<file path="config.mk">
export PLATFORM = sky130hd
export DESIGN_NAME = verdict_trace_buffer
export DESIGN_NICKNAME = d
export VERILOG_FILES = /design/src/rtl/verdict_trace_buffer.sv
export SDC_FILE = /design/constraint.sdc
export NUM_CORES = 1
export LEC_CHECK = 0
export ABC_AREA = 1
export ABC_CLOCK_PERIOD_IN_PS = 11250
export CAP_MARGIN = 5
export CORE_ASPECT_RATIO = 0.6
export CORE_MARGIN = 5
export CORE_UTILIZATION = 46
export DETAILED_ROUTE_END_ITERATION = 10
export HOLD_SLACK_MARGIN = 0.03
export SLEW_MARGIN = 20
export SYNTH_ARGS = -nofsm -noshare
export SYNTH_HDL_FRONTEND = slang
export SYNTH_SLANG_ARGS = --single-unit
</file>
<file path="constraint.sdc">
create_clock -name clk -period 11.25 [get_ports clk]
set_input_delay 2.25 -clock clk [delete_from_list [all_inputs] [get_ports clk]]
set_output_delay 2.25 -clock clk [all_outputs]
set_load 0.02 [all_outputs]
</file>
<file path="src/rtl/verdict_trace_buffer.sv">
// Timestamped trace buffer for monitor verdicts: captures active outputs into a
// first-word-fall-through FIFO drained over ready/valid, counting overflow drops.
module verdict_trace_buffer #(
   parameter int DATA_W = 64,
   parameter int TS_W   = 32,
   parameter int DEPTH  = 8,
   parameter int CNT_W  = 16
) (
   input  logic                           clk,
   input  logic                           rst,
   input  logic                           en,
   input  logic signed [DATA_W-1:0]       output_0,
   input  logic                           output_0_aktv,
   input  logic signed [DATA_W-1:0]       output_1,
   input  logic                           output_1_aktv,
   output logic                           m_valid,
   input  logic                           m_ready,
   output logic [TS_W-1:0]                m_ts,
   output logic [1:0]                     m_aktv,
   output logic signed [DATA_W-1:0]       m_data0,
   output logic signed [DATA_W-1:0]       m_data1,
   output logic [$clog2(DEPTH):0]         level,
   output logic                           overflow,
   output logic [CNT_W-1:0]               drop_count
);

   localparam int PTR_W = $clog2(DEPTH);
   localparam int LVL_W = PTR_W + 1;

   typedef struct packed {
      logic [TS_W-1:0]   ts;
      logic [1:0]        aktv;
      logic [DATA_W-1:0] d0;
      logic [DATA_W-1:0] d1;
   } rec_t;

   rec_t             mem_q [DEPTH];
   rec_t             wr_rec;
   rec_t             head;
   logic [TS_W-1:0]  ts_q, ts_d;
   logic [PTR_W-1:0] wr_ptr_q, wr_ptr_d;
   logic [PTR_W-1:0] rd_ptr_q, rd_ptr_d;
   logic [LVL_W-1:0] level_q, level_d;
   logic             ovf_q, ovf_d;
   logic [CNT_W-1:0] drop_q, drop_d;
   logic             capture, full, pop, wr, drop;

   assign capture = en & (output_0_aktv | output_1_aktv);
   assign full    = (level_q == LVL_W'(DEPTH));
   assign pop     = (level_q != '0) & m_ready;
   // A full FIFO still accepts a write when the head leaves on the same edge.
   assign wr      = capture & (~full | pop);
   assign drop    = capture & full & ~pop;

   always_comb begin
      wr_rec.ts   = ts_q;
      wr_rec.aktv = {output_1_aktv, output_0_aktv};
      wr_rec.d0   = output_0_aktv ? output_0 : '0;
      wr_rec.d1   = output_1_aktv ? output_1 : '0;
   end

   // NOTE: every next-state signal gets a default first so no latch is inferred.
   always_comb begin
      ts_d     = en ? ts_q + 1'b1 : ts_q;
      wr_ptr_d = wr  ? wr_ptr_q + 1'b1 : wr_ptr_q;
      rd_ptr_d = pop ? rd_ptr_q + 1'b1 : rd_ptr_q;
      level_d  = level_q;
      ovf_d    = ovf_q | drop;
      drop_d   = drop_q;
      if (wr && !pop)
         level_d = level_q + 1'b1;
      else if (pop && !wr)
         level_d = level_q - 1'b1;
      if (drop && drop_q != '1)
         drop_d = drop_q + 1'b1;
   end

   // NOTE: sequential state uses non-blocking assignments so all registers update together.
   always_ff @(posedge clk or negedge rst) begin
      if (!rst) begin
         ts_q     <= '0;
         wr_ptr_q <= '0;
         rd_ptr_q <= '0;
         level_q  <= '0;
         ovf_q    <= 1'b0;
         drop_q   <= '0;
      end else begin
         ts_q     <= ts_d;
         wr_ptr_q <= wr_ptr_d;
         rd_ptr_q <= rd_ptr_d;
         level_q  <= level_d;
         ovf_q    <= ovf_d;
         drop_q   <= drop_d;
      end
   end

   // NOTE: storage is not reset; stale entries are hidden because outputs are gated by level.
   always_ff @(posedge clk) begin
      if (wr)
         mem_q[wr_ptr_q] <= wr_rec;
   end

   assign head       = mem_q[rd_ptr_q];
   assign m_valid    = (level_q != '0);
   assign m_ts       = m_valid ? head.ts   : '0;
   assign m_aktv     = m_valid ? head.aktv : '0;
   assign m_data0    = m_valid ? head.d0   : '0;
   assign m_data1    = m_valid ? head.d1   : '0;
   assign level      = level_q;
   assign overflow   = ovf_q;
   assign drop_count = drop_q;

endmodule

</file>
Word level (Yosys, flattened, before mapping)
Memory sizes are Yosys's and may differ from the RTL's.
Index checks and enable logic that the tools add are counted.
{ "op_classes": {"addsub": 6, "eq_ne": 2, "mux": 10, "n_bitwise": 10, "n_reduce_logical": 7} }
{ "op_table": {"columns": ["cell", "count"], "rows": [
  ["64-bit 2-to-1 mux", 4],
  ["32-bit by 1-bit adder with 32-bit output, second input constant", 1],
  ["32-bit 2-to-1 mux", 1],
  ["16-bit by 1-bit adder with 16-bit output, second input constant", 1],
  ["16-bit != test, second input constant", 1],
  ["4-bit 2-to-1 mux", 2],
  ["3-bit by 1-bit adder with 3-bit output, second input constant", 2],
  ["1-bit AND", 5],
  ["4-bit by 1-bit adder with 4-bit output, second input constant", 1],
  ["4-bit equality test, second input constant", 1],
  ["4-bit nonzero test", 1],
  ["4-bit by 1-bit subtractor with 4-bit output, second input constant", 1],
  ["1-bit logical AND", 3],
  ["1-bit bitwise OR", 3],
  ["1-bit zero test", 2],
  ["1-bit 2-to-1 mux", 2],
  ["2-bit 2-to-1 mux", 1],
  ["1-bit inverter", 2],
  ["2-bit nonzero test", 1]
]} }
{ "totals": {"regBits": 59, "ram_bits": 1296, "inputBits": 134, "output_inout_bits": 184, "word_cells": 42, "memories": 1} }
{ "mem_list": {"columns": ["memory", "words", "width", "rd", "rd_clocked_by_memory_dff", "wr", "line", "rtl"], "rows": [
  ["mem_q", 8, 162, 1, 0, 1, "37", "rec_t mem_q [DEPTH];"]
]} }

Longest topological paths before layout
{ "depth": {"word_depth": 8, "ltp_mapped": 14, "mapped_depth_nobuf": 14} }

Worst setup path after synthesis
No wires, ideal clock.
{ "synth_timing": {"path_type": "input-to-reg", "from": "in m_ready", "to": "mem mem_q[0][0] (netlist name), enable pin", "setup_ps": 686, "arrival_time_ps": 9565, "required_ps": 10564, "setup_slack_ps": 999, "cell_stages": 5, "n_path_buf": 0, "cell_sequence": "nor2_1 > nand3_1 > nand2_1 > or2_2 > nor2_1"} }
{ "synth_between": {"elab_chain_len": 5} }
{ "synth_lines": {"columns": ["item", "line", "rtl"], "rows": [
  ["start: declaration", "17", "input logic m_ready,"],
  ["1-bit AND", "50", "assign pop = (level_q != '0) & m_ready;"],
  ["1-bit bitwise OR", "52", "assign wr = capture & (~full | pop);"],
  ["1-bit AND", "52", null],
  ["1-bit 2-to-1 mux", "99", "if (wr)"],
  ["1-bit 2-to-1 mux (implied by the code)", "100", "mem_q[wr_ptr_q] <= wr_rec;"],
  ["end: declaration", "37", null]
]} }
No other way between the ends.

Worst setup path after layout
{ "layout_timing": {"from": "reg rd_ptr_q[0]", "to": "out m_data0[35]"} }
{ "layout_between": {"elab_chain_len": 2} }
{ "layout_lines": {"columns": ["item", "line", "rtl"], "rows": [
  ["start: declaration", "42", "logic [PTR_W-1:0] rd_ptr_q, rd_ptr_d;"],
  ["start signal: assignment", "90", "rd_ptr_q <= rd_ptr_d;"],
  ["memory read 8 x 162 bit", null, null],
  ["64-bit 2-to-1 mux", "107", "assign m_data0 = m_valid ? head.d0 : '0;"],
  ["end: declaration", "20", "output logic signed [DATA_W-1:0] m_data0,"]
]} }
No other way between the ends.

==> impl_metrics.py <==
metrics = {
    "run_status": {
        "status": "finished clean",
    },
    "clocking": {
        "cts-buffers-inserted": 130,
        "cts_root_buf": "clkbuf_16",
        "clk_pin_slew_ns": 0.06,
        "cts_resized": 0,
        "hold_buffers": 0,
        "cts_tree": "done",
        "cts_sinks": 1355,
        "cts_buffer_depth": 3,
        "cts_setup_buffers": 0,
        "insertion_delay_ns": 0.74,
        "h-tree-depth": 4,
    },
    "synth": {
        "yosysSeqAreaShare": 0.735,
        "synth-seq-cells": 1355,
        "synth_flop_cell": "edfxtp_1",
        "avgSynthCellArea_um2": 12.1,
        "syn_inst": 4548,
        "async_flop_share": 0.0435,
        "synthesis.nets": 4690,
        "syn_area_mm2": 0.0550,
        "synth.distinct_cells": 31,
        "synth_enable_flop_cells": 1296,
        "yosys_warnings": 0,
    },
    "timing": {
        "min_period_over_period": 0.641,
        "finalCriticalPeriod_ns": 7.22,
        "fmax_mhz": 139,
        "skew_ns": 0.0274,
        "finalSetupTns_ns": 0,
        "tightest_slew_ns": 1.26,
        "slew_violations": 0,
        "hold_viol": 0,
        "setup_viol": 0,
        "rsz0062_at_grt": "no",
        "relSlewSlack": 0.158,
    },
    "final_layout": {
        "area_growth_pct": 15.4,
        "final_cells": 6457,
        "nFillCells": 10200,
        "layout_commonest_cell": "edfxtp_1",
        "mostFrequentLayoutCells": "1,296 x edfxtp_1, 1,183 x nor2_1, 529 x o21ai_0",
        "final_nets": 4897,
        "register_area_mm2": 0.0404,
        "multi_input_area_mm2": 0.0125,
        "final_util": 0.534,
        "drive_above_1_share": 0.0505,
    },
    "floorplanning": {
        "design.core.area_mm2": 0.119,
        "rows": 98,
        "die_x_um": 456,
        "start_util": 0.462,
        "die_area_mm2": 0.127,
        "ios": 318,
        "fp.dieH_um": 278,
    },
    "worst_setup_path": {
        "worst-setup-path-type": "reg -> out",
        "crit_fanout": 179,
        "arrival_ns": 4.97,
        "timing.rr.start": "level[0]",
        "rrSetupSlack_ns": 7.78,
        "crit_required_ns": 9.00,
        "r2r_end": "mem_q[0][127]",
        "startpoint": "rd_ptr_q[0]",
        "worst_setup_path_start_kind": "flip-flop",
        "end_kind": "output pin",
        "crit_path_end": "m_data0[35]",
        "rr_worst_depth": 7,
    },
    "hold_path": {
        "hp-class": "reg -> reg",
    },
    "placement": {
        "hpwlAfterDp_um": 69400,
        "dpl.cell_count": 6222,
        "portBuffers": 317,
        "gp_congestion": 0.792,
    },
    "detailed_routing": {
        "postRouteAntennaNets": 0,
        "dr.pass1.iters": 5,
        "first_iter_violations": 3578,
        "wire_per_inst_um": 21.2,
        "route.detailed.drc": 0,
        "wl_um": 137000,
        "avgViaCountPerCell": 5.36,
        "via_count": 34600,
    },
    "power": {
        "total_leakage_power_nw": 22.3,
        "total_power_w": 0.0173,
        "cellPowerDensity_mw_per_mm2": 273,
        "ir_worst_vdd_uv": 244,
    },
    "flow_run": {
        "drv_cap": 0,
    },
    "global_route": {
        "overflow": 0,
        "grt_max_degree": 260,
        "grt_pass1_wl_um": 208000,
        "track_usage": 0.211,
        "grt_pass1_vias": 33200,
        "antenna_found_initial": 3,
    },
}
## cells by family after synthesis
group           count (synthesis)  synth area share
simple gates                 1693             0.118
flops                        1355             0.735
compound gates                983             0.101
buf+inv                       471            0.0385
xor+xnor                       38           0.00605
fa+ha+maj                       8           0.00196
## per-stage QoR
| step | worst slack, ns | instance area [µm²] | hold slack (ns) |
|---|---|---|---|
| global route | 3.68 | 63500 | 0.512 |
| finish | 4.03 | 63500 | 0.517 |
| global placement | 4.79 | 59300 | 0.497 |
| detailed placement | 4.79 | 59300 | 0.487 |
| floorplan | 0.999 | 55000 | 0.492 |
| CTS | 3.94 | 63400 | 0.502 |
## how the worst min path moves through the flow
stage	slack (ns)	start	endpoint	cells past startpoint
4_1_cts	0.50	overflow	overflow	1
2_1_floorplan	0.49	wr_ptr_q[0]	wr_ptr_q[0]	2
5_1_grt	0.51	overflow	overflow	1
3_3_place_gp	0.50	overflow	overflow	1
6_report	0.52	overflow	overflow	1
3_5_place_dp	0.49	overflow	overflow	1
## power breakdown
group          total (W)  internal, W  switching, W
Clock            0.00427      0.00242       0.00185
Combinational    0.00669      0.00227       0.00442
Sequential       0.00637      0.00610      0.000275
## layout make-up
type                            instances  share of cell area
Tap cell                             1600              0.0315
Inverter                              188              0.0113
Clock inverter                         60             0.00838
Multi-Input combinational cell       2722               0.198
Sequential cell                      1355               0.637
Timing Repair Buffer                  358              0.0577
Clock buffer                          172              0.0567
Antenna cell                            2           0.0000789
## sequential cells by signal, summed over array words and instances, names as in the netlist
register    flops
mem_q        1296
ts_q           32
drop_count     16
level           4
rd_ptr_q        3
wr_ptr_q        3
overflow        1
## critical path: stages (launching register included)
cell and delay, ns:
dfrtp_4 0.92, buf_4 0.86, buf_12 0.66, o21ai_0 0.19, o22ai_1 0.20, nor2_1 0.06, nor2_1 0.44, clkdlybuf4s50_1 0.71
## synthesized netlist by cell type, types with 2 or more instances
cell type | instances | area (µm²)
nor3_4 | 2 | 32.5
nand4_1 | 10 | 62.6
buf_1 | 19 | 71.3
nand3_2 | 2 | 20.0
o22ai_1 | 162 | 1010
or2_2 | 2 | 12.5
nor2_1 | 1191 | 4470
inv_2 | 4 | 15.0
nand2_2 | 2 | 12.5
nor3_1 | 10 | 50.1
xnor2_1 | 17 | 149
nand3_1 | 34 | 170
ha_1 | 7 | 87.6
clkbuf_1 | 156 | 586
buf_2 | 54 | 270
inv_1 | 184 | 691
buf_4 | 33 | 248
dfrtp_1 | 59 | 1480
xor2_1 | 21 | 184
buf_6 | 21 | 236
edfxtp_1 | 1296 | 38900
nor2_2 | 2 | 12.5
nand2_1 | 436 | 1640
o21ai_1 | 128 | 641
o21ai_0 | 529 | 2650
o211ai_1 | 162 | 1220
## routing by layer
layer,wire length [µm],GRT usage,vias up
met2,62400,0.324,934
met3,7250,0.0307,165
li1,-,-,16500
met5,0,0,-
met4,3100,0.0631,0
met1,63800,0.316,17100
(Power assumes the default switching activity.)
